[config.mk]
export PLATFORM = sky130hd
export DESIGN_NAME = job_sched
export DESIGN_NICKNAME = d
export VERILOG_FILES = /design/src/rtl/job_sched.sv
export SDC_FILE = /design/constraint.sdc
export NUM_CORES = 1
export LEC_CHECK = 0
export ABC_AREA = 1
export CORE_MARGIN = 2
export CORE_UTILIZATION = 44
export CTS_BUF_LIST = sky130_fd_sc_hd__clkbuf_16
export CTS_CLUSTER_DIAMETER = 80
export CTS_CLUSTER_SIZE = 12
export DETAILED_ROUTE_END_ITERATION = 10
export GPL_TIMING_DRIVEN = 0
export PLACE_DENSITY = 0.74
export RECOVER_POWER = 100
export SKIP_CTS_REPAIR_TIMING = 1
export SKIP_LAST_GASP = 1
export SLEW_MARGIN = 20
export SYNTH_ARGS = -nofsm -noshare
export SYNTH_HDL_FRONTEND = slang
export SYNTH_SLANG_ARGS = --single-unit
[constraint.sdc]
create_clock -name AXIS_ACLK -period 2.2 [get_ports AXIS_ACLK]
set_input_delay 0.44 -clock AXIS_ACLK [delete_from_list [all_inputs] [get_ports AXIS_ACLK]]
set_output_delay 0.44 -clock AXIS_ACLK [all_outputs]
set_load 0.02 [all_outputs]
[src/rtl/job_sched.sv]
// job_sched: sequencer for one accelerator job.
//   A job runs IDLE -> MATW (item-memory write) -> GAP -> RUN -> LAST -> DONE.
//   Protocol errors and watchdog expiry send it to ERR. abort returns it to IDLE.
// Ports:
//   AXIS_ACLK, AXIS_ARESETN      clock and async active-low reset
//   start, abort                 job control (start is a pulse, abort is a level)
//   cfg_item_num/chunk_num/timeout  job configuration, latched when start is accepted
//   src_fin, s_fin, dst_last_hs  progress events from the datapath
//   matw, run, last, busy, done, err  registered status outputs
//   chunk_cnt                    chunks received in the current job
module job_sched #(
  parameter int unsigned CW = 16
) (
  input  logic          AXIS_ACLK,
  input  logic          AXIS_ARESETN,
  input  logic          start,
  input  logic          abort,
  input  logic [CW-1:0] cfg_item_num,
  input  logic [CW-1:0] cfg_chunk_num,
  input  logic [CW-1:0] cfg_timeout,
  input  logic          src_fin,
  input  logic          s_fin,
  input  logic          dst_last_hs,
  output logic          matw,
  output logic          run,
  output logic          last,
  output logic          busy,
  output logic          done,
  output logic          err,
  output logic [CW:0]   chunk_cnt
);

  typedef enum logic [2:0] {
    StIdle, StMatw, StGap, StRun, StLast, StDone, StErr
  } state_e;

  localparam logic [CW-1:0] OneCw  = CW'(1);
  localparam logic [CW:0]   OneCw1 = (CW+1)'(1);

  state_e        state_q, state_d;
  logic [CW-1:0] item_num_q, chunk_num_q, timeout_q;
  logic [CW-1:0] item_cnt_q, item_cnt_d;
  logic [CW-1:0] idle_cnt_q, idle_cnt_d;
  logic [CW:0]   chunk_cnt_q, chunk_cnt_d;
  logic          matw_d, run_d, last_d, busy_d, done_d, err_d;
  logic          start_acc;
  logic [CW:0]   chunk_inc, chunk_tgt, chunk_max;

  // start is accepted only when not busy; abort in the same cycle wins.
  assign start_acc = start && !abort && (state_q == StIdle || state_q == StErr);

  assign chunk_inc = chunk_cnt_q + OneCw1;
  assign chunk_tgt = {1'b0, chunk_num_q};
  // One chunk beyond the configured count is still legal to hold without wrapping.
  assign chunk_max = chunk_tgt + OneCw1;

  // State and counter registers.
  always_ff @(posedge AXIS_ACLK or negedge AXIS_ARESETN) begin
    if (!AXIS_ARESETN) begin
      state_q     <= StIdle;
      item_cnt_q  <= '0;
      idle_cnt_q  <= '0;
      chunk_cnt_q <= '0;
      item_num_q  <= '0;
      chunk_num_q <= '0;
      timeout_q   <= '0;
    end else begin
      state_q     <= state_d;
      item_cnt_q  <= item_cnt_d;
      idle_cnt_q  <= idle_cnt_d;
      chunk_cnt_q <= chunk_cnt_d;
      if (start_acc) begin
        item_num_q  <= cfg_item_num;
        chunk_num_q <= cfg_chunk_num;
        timeout_q   <= cfg_timeout;
      end
    end
  end

  // Next-state and counter logic.
  always_comb begin
    state_d     = state_q;
    item_cnt_d  = item_cnt_q;
    idle_cnt_d  = idle_cnt_q;
    chunk_cnt_d = chunk_cnt_q;
    if (abort && state_q != StIdle) begin
      state_d     = StIdle;
      item_cnt_d  = '0;
      idle_cnt_d  = '0;
      chunk_cnt_d = '0;
    end else begin
      unique case (state_q)
        StIdle, StErr: begin
          if (start_acc) begin
            state_d     = StMatw;
            item_cnt_d  = '0;
            idle_cnt_d  = '0;
            chunk_cnt_d = '0;
          end
        end
        StMatw: begin
          if (item_cnt_q == item_num_q) state_d = StGap;
          else                          item_cnt_d = item_cnt_q + OneCw;
        end
        StGap: begin
          idle_cnt_d = '0;
          state_d    = (chunk_num_q == '0) ? StLast : StRun;
        end
        StRun: begin
          if (dst_last_hs) begin
            state_d = StErr;
          end else if (src_fin) begin
            chunk_cnt_d = chunk_inc;
            idle_cnt_d  = '0;
            if (chunk_inc == chunk_tgt) state_d = StLast;
          end else if (s_fin) begin
            idle_cnt_d = '0;
          end else if (idle_cnt_q == timeout_q) begin
            state_d = StErr;
          end else begin
            idle_cnt_d = idle_cnt_q + OneCw;
          end
        end
        StLast: begin
          if (dst_last_hs) begin
            // Completion wins over a simultaneous extra chunk; count saturates.
            state_d = StDone;
            if (src_fin && chunk_cnt_q != chunk_max) chunk_cnt_d = chunk_inc;
          end else if (src_fin) begin
            if (chunk_cnt_q == chunk_max) begin
              state_d = StErr;
            end else begin
              chunk_cnt_d = chunk_inc;
              idle_cnt_d  = '0;
            end
          end else if (s_fin) begin
            idle_cnt_d = '0;
          end else if (idle_cnt_q == timeout_q) begin
            state_d = StErr;
          end else begin
            idle_cnt_d = idle_cnt_q + OneCw;
          end
        end
        StDone:  state_d = StIdle;
        default: state_d = StIdle;
      endcase
    end
  end

  // Output decode from the next state so every output comes straight from a flop.
  always_comb begin
    matw_d = (state_d == StMatw);
    run_d  = (state_d == StRun) || (state_d == StLast);
    last_d = (state_d == StLast);
    busy_d = (state_d != StIdle) && (state_d != StErr);
    done_d = (state_d == StDone);
    err_d  = err;
    if (start_acc)              err_d = 1'b0;
    else if (state_d == StErr)  err_d = 1'b1;
  end

  always_ff @(posedge AXIS_ACLK or negedge AXIS_ARESETN) begin
    if (!AXIS_ARESETN) begin
      matw <= 1'b0;
      run  <= 1'b0;
      last <= 1'b0;
      busy <= 1'b0;
      done <= 1'b0;
      err  <= 1'b0;
    end else begin
      matw <= matw_d;
      run  <= run_d;
      last <= last_d;
      busy <= busy_d;
      done <= done_d;
      err  <= err_d;
    end
  end

  assign chunk_cnt = chunk_cnt_q;

endmodule

==> flow_summary.yaml, run 1 <==
drt:
  drt_iter0_drc: 620
  highest_layer: "met4"
  drtPass1Iterations: 5
  drc: 0
  wl_per_cell_um: 14.4
  wl_met3_um: 929
  wl_met1_um: 8980
  vias: 6923
  met2_length_um: 9020
  ant_nets: 0
  routed_wl_um: 19300
  vias_per_cell: 5.17
logic_synthesis:
  async_reset_ff_share_pct: 100
  synth_top_cells_by_count: "345 x nand2_1, 106 x dfrtp_1, 104 x inv_1"
  syn_area_mm2: 0.00704
  synth_area_leaders: "dfrtp_1 38%, nand2_1 18%, nand3_1 7.0%, inv_1 5.5%, nor2_1 3.6%"
  synth_top_family_by_area: "simple AND/OR/NAND/NOR gates"
  synth.most_common_cell: "nand2_1"
  synth-seq-cells: 106
  synth_edf_count: 0
  synth_warnings: 0
  synth-compound-area-share_pct: 8.03
  ys.flop_type: "dfrtp_1"
  synth_simple_gate_area_share_pct: 39.2
  synthDistinctLibCells: 47
  synth_top_area_share_pct: 37.7
  syn_nets: 1072
  synth_xor_xnor_area_share_pct: 5.72
  synthAdderAreaFrac_pct: 0.889
  synth_cells: 1012
  synth_top_cell_by_area: "dfrtp_1"
  synth.avg_cell_area_um2: 6.96
  synth-seq-area-share_pct: 37.7
  muxShareOfSynthArea_pct: 0
global_routing:
  grt_pass1_vias: 6318
  grt_first_pass_wirelength_um: 30900
  grt_overflow: 0
  antenna_found_initial: 0
  grt_max_degree: 73
  grt_use_total_pct: 23.0
min_path:
  hp-start: "item_num_q[6]"
  hold_end: "item_num_q[6]"
  hold_path.class: "reg -> reg"
  hold_depth: 2
sta:
  fin_crit_ns: 2.50
  fmax_mhz: 400
  final_max_slew_viol_count: 0
  grt_setup_unrepaired: "yes"
  fin_tns_setup_ns: -9.92
  fin_skew_ns: 0.0102
  whs_ns: 0.500
  hold_violations: 0
  max_slew.worst_pin.slew_ns: 0.850
  period_share_pct: 114
  slew_headroom_pct: 43.4
  setup_ws_ns: -0.298
  setup_violations: 52
clock_tree:
  cts_tree: "built"
  cts_buffers: 9
  root_buffer: "clkbuf_16"
  clock-sinks: 106
  cts.path.max_buffers: 2
  clk_latency_ns: 0.37
  clk_pin_slew_ns: 0.08
  htreeDepth: 3
critical_path:
  cp_top_family: "simple AND/OR/NAND/NOR gates"
  setup.worst_path.start_class: "register"
  crit_path_end_kind: "register"
  critPathSlowestCell: "dfrtp_2"
  path_cells: "nor3_4 -> inv_1 -> nand2_2 -> inv_2 -> nor2_8 -> inv_2 -> nor3_1 -> a211oi_2 -> nand2_4 -> buf_8 -> buf_12 -> nand2_2 -> o31ai_1"
  crit_type: "reg -> reg"
  cp_max_fo: 10
  worstPathRequired_ns: 2.46
  cp.arrival_ns: 2.76
  slowest_delay_ns: 0.48
  rrSetupSlack_ns: -0.30
  worst-path-buf-inv: 5
  r2r_end: "idle_cnt_q[15]"
  r2r_cells: 13
  timing.rr.start: "state_q[1]"
final_layout:
  post-route-util_pct: 56.4
  nets: 1179
  antenna_cells: 0
  final_layout_size_suffix_gt1_share_pct: 15.1
  fin_area_mm2: 0.00889
  n_fill_cell: 1542
  fin_cells: 1340
  syn2layout_area_growth_pct: 26.3
floorplanning:
  die_w_um: 130
  coreArea_mm2: 0.0158
  dieArea_mm2: 0.0170
  std_cell_rows: 46
  io_pins: 78
  initial_core_util_pct: 44.6
  die_h_um: 130
power_and_ir_drop:
  power.total_mw: 10.5
  ir_worst_vdd_v: 0.000453
  p_leak_nw: 3.97
  powerDensity_mw_per_mm2: 1180
outcome:
  violations: "negative setup slack"
  status: "complete, but fails checks"
placement:
  place_ws_ns: -0.662
  portBuffers: 75
  dp_hpwl_um: 14300
  place_area_mm2: 0.00810
  dp_cells: 1304
  place_congestion: 0.934
run:
  cap_violations: 0
## layout by cell type (no fill, tap or decap), types with 3 or more instances in the layout
| cell | instances |
|---|---|
| o21ai_1 | 23 |
| nand3_2 | 6 |
| nand2_1 | 330 |
| xor2_1 | 24 |
| nor4_1 | 3 |
| nand3b_1 | 5 |
| o21ai_0 | 30 |
| dfrtp_1 | 92 |
| o31ai_1 | 3 |
| nand4_1 | 24 |
| buf_6 | 6 |
| nor2_4 | 13 |
| clkbuf_16 | 12 |
| clkbuf_1 | 4 |
| nor2_2 | 8 |
| nand3_1 | 94 |
| inv_1 | 101 |
| clkbuf_2 | 8 |
| buf_12 | 3 |
| a21oi_1 | 19 |
| nand2_2 | 25 |
| inv_2 | 12 |
| nand3_4 | 4 |
| clkdlybuf4s50_1 | 73 |
| ha_4 | 3 |
| buf_4 | 18 |
| or2_2 | 7 |
| nor2_1 | 61 |
| o21ai_2 | 7 |
| xnor2_1 | 22 |
| clkinv_1 | 3 |
| nor3_1 | 22 |
| nor3_2 | 5 |
| dfrtp_2 | 14 |
## cells by family (layout without fill, tap and decap cells)
| family | count (synthesis) | after routing |
|---|---|---|
| compound gates | 98 | 98 |
| xor+xnor | 46 | 46 |
| fa+ha+maj | 5 | 5 |
| buf+inv | 141 | 253 |
| flops | 106 | 106 |
| simple gates | 616 | 616 |
## report_power, final
part           internal [mW]  total, mW  switching [mW]  leakage (nW)
Clock                  0.883       1.64           0.756         0.147
Combinational           2.48       5.84            3.36          2.44
Sequential              2.48       3.01           0.525          1.38
Total                   5.85       10.5            4.64          3.97
## layout make-up
| type | instances | area (um2) | area share, % |
|---|---|---|---|
| buffer | 27 | 200 | 2.25 |
| clock buffer | 9 | 225 | 2.53 |
| clock inverter | 7 | 67.6 | 0.760 |
| inverter | 114 | 428 | 4.81 |
| multi-input combinational | 765 | 4030 | 45.4 |
| sequential | 106 | 2670 | 30.0 |
| tap | 216 | 270 | 3.04 |
| timing repair buffer | 96 | 993 | 11.2 |
## state kept, by name, summed over array words and instances, names as in the netlist
name         count
busy             1
chunk_cnt       17
chunk_num_q     16
done             1
err              1
idle_cnt_q      16
item_cnt_q      16
item_num_q      16
last             1
matw             1
run              1
state_q          3
timeout_q       16
## metal layers
metal  track usage, %  vias up
met4             7.20        0
met5                0        -
met2             36.3      193
met1             32.7     3233
met3             3.30       25
li1                 -     3472
## worst min-delay path, stage by stage (launching register included)
cell     delay, ns
dfrtp_1       0.36
nand2_1       0.06
nand2_1       0.05
## how the worst max path moves through the flow
stage                     end         start  slack (ns)  depth (start not counted)
5_1_grt          chunk_cnt[2]    state_q[1]       -0.48                         12
6_report       idle_cnt_q[15]    state_q[1]       -0.30                         13
4_1_cts                   err  chunk_cnt[0]       -0.40                         17
3_3_place_gp     chunk_cnt[0]  AXIS_ARESETN       -3.75                          1
2_1_floorplan            busy  chunk_cnt[1]        0.02                         20
3_5_place_dp   item_cnt_q[11]         abort       -0.66                         11
No activity file was read; power rests on OpenSTA's default activity.
==> inputs of run 2 (changes only) <==
- SKIP_CTS_REPAIR_TIMING: 1 -> unset
==> run 2 against run 1 <==
The run still ends with negative setup slack left. Sequential share of layout area down 0.60 points. Core utilization up 1.2 points. Non-clock buffer count up 10. Final area up 2.2%. Power up 0.96%. Clock skew about the same.
==> flow_summary.yaml, run 2 (synthesis results as in run 1) <==
clock_tree:
  cts_tree: "built"
  cts_buffers: 9
  cts.path.max_buffers: 2
  htreeDepth: 3
  clk_latency_ns: 0.37
  root_buffer: "clkbuf_16"
  clock-sinks: 106
  clk_pin_slew_ns: 0.07
floorplanning:
  initial_core_util_pct: 44.6
  io_pins: 78
  die_h_um: 130
  die_w_um: 130
  std_cell_rows: 46
  coreArea_mm2: 0.0158
  dieArea_mm2: 0.0170
power_and_ir_drop:
  power.total_mw: 10.6
  netSwitchingFraction_pct: 45.5
  pwr-share-clk_pct: 15.5
  powerDensity_mw_per_mm2: 1170
  ir_worst_vdd_v: 0.000453
  sequentialPowerShare_pct: 28.2
  power.internal_mw: 5.78
  combPwrFrac_pct: 56.2
  p_sw_mw: 4.81
  p_leak_nw: 4.08
drt:
  vias_per_cell: 5.20
  vias: 7025
  wl_per_cell_um: 14.6
  ant_nets: 0
  drtPass1Iterations: 7
  drt_iter0_drc: 505
  routed_wl_um: 19700
  drc: 0
global_routing:
  grt_first_pass_wirelength_um: 32000
  grt_use_total_pct: 23.8
  grt_pass1_vias: 6520
  grt_max_degree: 73
  grt_overflow: 0
  antenna_found_initial: 0
placement:
  place_ws_ns: -0.662
  portBuffers: 75
  place_congestion: 0.934
  dp_cells: 1304
  dp_hpwl_um: 14300
  place_area_mm2: 0.00810
final_layout:
  nets: 1189
  multi_input_area_mm2: 0.00419
  fin_area_mm2: 0.00908
  antenna_cells: 0
  seq_area_mm2: 0.00267
  fin_cells: 1350
  final_common_cell: "nand2_1"
  largest_reg_flops: 17
  final_layout_size_suffix_gt1_share_pct: 18.8
  n_fill_cell: 1510
  syn2layout_area_growth_pct: 29.0
  layout_common_cells: "310 x nand2_1, 99 x inv_1, 91 x nand3_1"
min_path:
  hold_end: "item_num_q[6]"
  hp-start: "item_num_q[6]"
  hold_path.class: "reg -> reg"
  hold_depth: 2
outcome:
  status: "complete, but fails checks"
  violations: "negative setup slack"
critical_path:
  crit_type: "reg -> reg"
  r2r_end: "idle_cnt_q[7]"
  rrSetupSlack_ns: -0.28
  cp.arrival_ns: 2.73
  r2r_cells: 19
  worstPathRequired_ns: 2.45
  timing.rr.start: "chunk_num_q[0]"
  crit_path_end_kind: "register"
  cp_max_fo: 7
  setup.worst_path.start_class: "register"
sta:
  fmax_mhz: 403
  whs_ns: 0.502
  slew_headroom_pct: 42.9
  hold_violations: 0
  grt_setup_unrepaired: "yes"
  max_slew.worst_pin.slew_ns: 0.857
  setup_violations: 41
  fin_crit_ns: 2.48
  fin_skew_ns: 0.0102
  setup_ws_ns: -0.279
  final_max_slew_viol_count: 0
  period_share_pct: 113
run:
  cap_violations: 0
==> run 2: cell count changes in the layout (fill, tap and decap cells not counted), sizes merged <==
cell	before	now
dlygate4sd3	1	14
dlymetal6s2s	1	0
dlygate4sd2	0	1
buf	33	46
clkdlybuf4s50	73	60
clkbuf	24	21
==> run 2: worst max-delay path: stages (launching register included) <==
cell and delay [ns]:
dfrtp_2 0.43, ha_4 0.18, nand2_4 0.06, nor2_4 0.17
nand2_2 0.09, nand2_2 0.08, nand2_1 0.05, nand2_1 0.05
o21ai_1 0.06, nor2_1 0.13, nand2_1 0.11, nor2_4 0.16
nand3_4 0.11, nand3b_4 0.19, nand2_4 0.09, buf_8 0.14
buf_6 0.12, o21ai_2 0.05, nand2_1 0.06, nor2_1 0.04
==> run 2: worst max-delay path by stage <==
stage | start | end | slack (ns) | cells after the start
final | chunk_num_q[0] | idle_cnt_q[7] | -0.28 | 19
after global routing | chunk_num_q[0] | idle_cnt_q[7] | -0.44 | 17
after CTS | chunk_num_q[1] | idle_cnt_q[7] | -0.25 | 19
after detailed placement | abort | item_cnt_q[11] | -0.66 | 11
after global placement | AXIS_ARESETN | chunk_cnt[0] | -3.75 | 1
after floorplan | chunk_cnt[1] | busy | 0.02 | 20
==> run 2: cell type report <==
| type | count | share of cell area [%] |
|---|---|---|
| Clock inverter | 7 | 0.744 |
| Buffer | 27 | 2.15 |
| Multi-Input combinational cell | 765 | 46.1 |
| Clock buffer | 9 | 2.48 |
| Inverter | 114 | 4.74 |
| Tap cell | 216 | 2.98 |
| Timing Repair Buffer | 106 | 11.3 |
| Sequential cell | 106 | 29.4 |
==> run 2: timing repair <==
item / in CTS / in global routing
cloned: 4 / 0
setup endpoints to repair: 105 / 105
pin swaps: 16 / 23
hold buffers: 1 / 0
endpoints found under the hold margin: 34 / 0
setup buffers: 10 / 16
gates resized for setup: 48 / 99
==> run 2: routing by layer <==
| metal | routed length [um] | GRT usage, % |
|---|---|---|
| met5 | 0 | 0 |
| met4 | 386 | 8.01 |
| met3 | 1040 | 3.71 |
| met2 | 9350 | 38.1 |
| met1 | 8960 | 33.2 |
==> run 2: per-stage QoR <==
| stage | util [%] | TNS (ns) |
|---|---|---|
| 2_1_floorplan | - | 0 |
| 6_report | 57.6 | -7.54 |
| 4_1_cts | 55.0 | -7.23 |
| 5_1_grt | 57.6 | -14.87 |
| 3_3_place_gp | 51.2 | -401.40 |
| 3_5_place_dp | 51.4 | -50.40 |
==> run 2: power by group through the flow <==
stage               clock, mW  combinational (mW)  sequential, mW
floorplan                   0                3.40            2.91
global placement            0                4.49            2.98
detailed placement          0                4.56            2.99
CTS                      1.67                5.45            2.97
global route             1.73                6.56            3.06
finish                   1.64                5.96            2.99
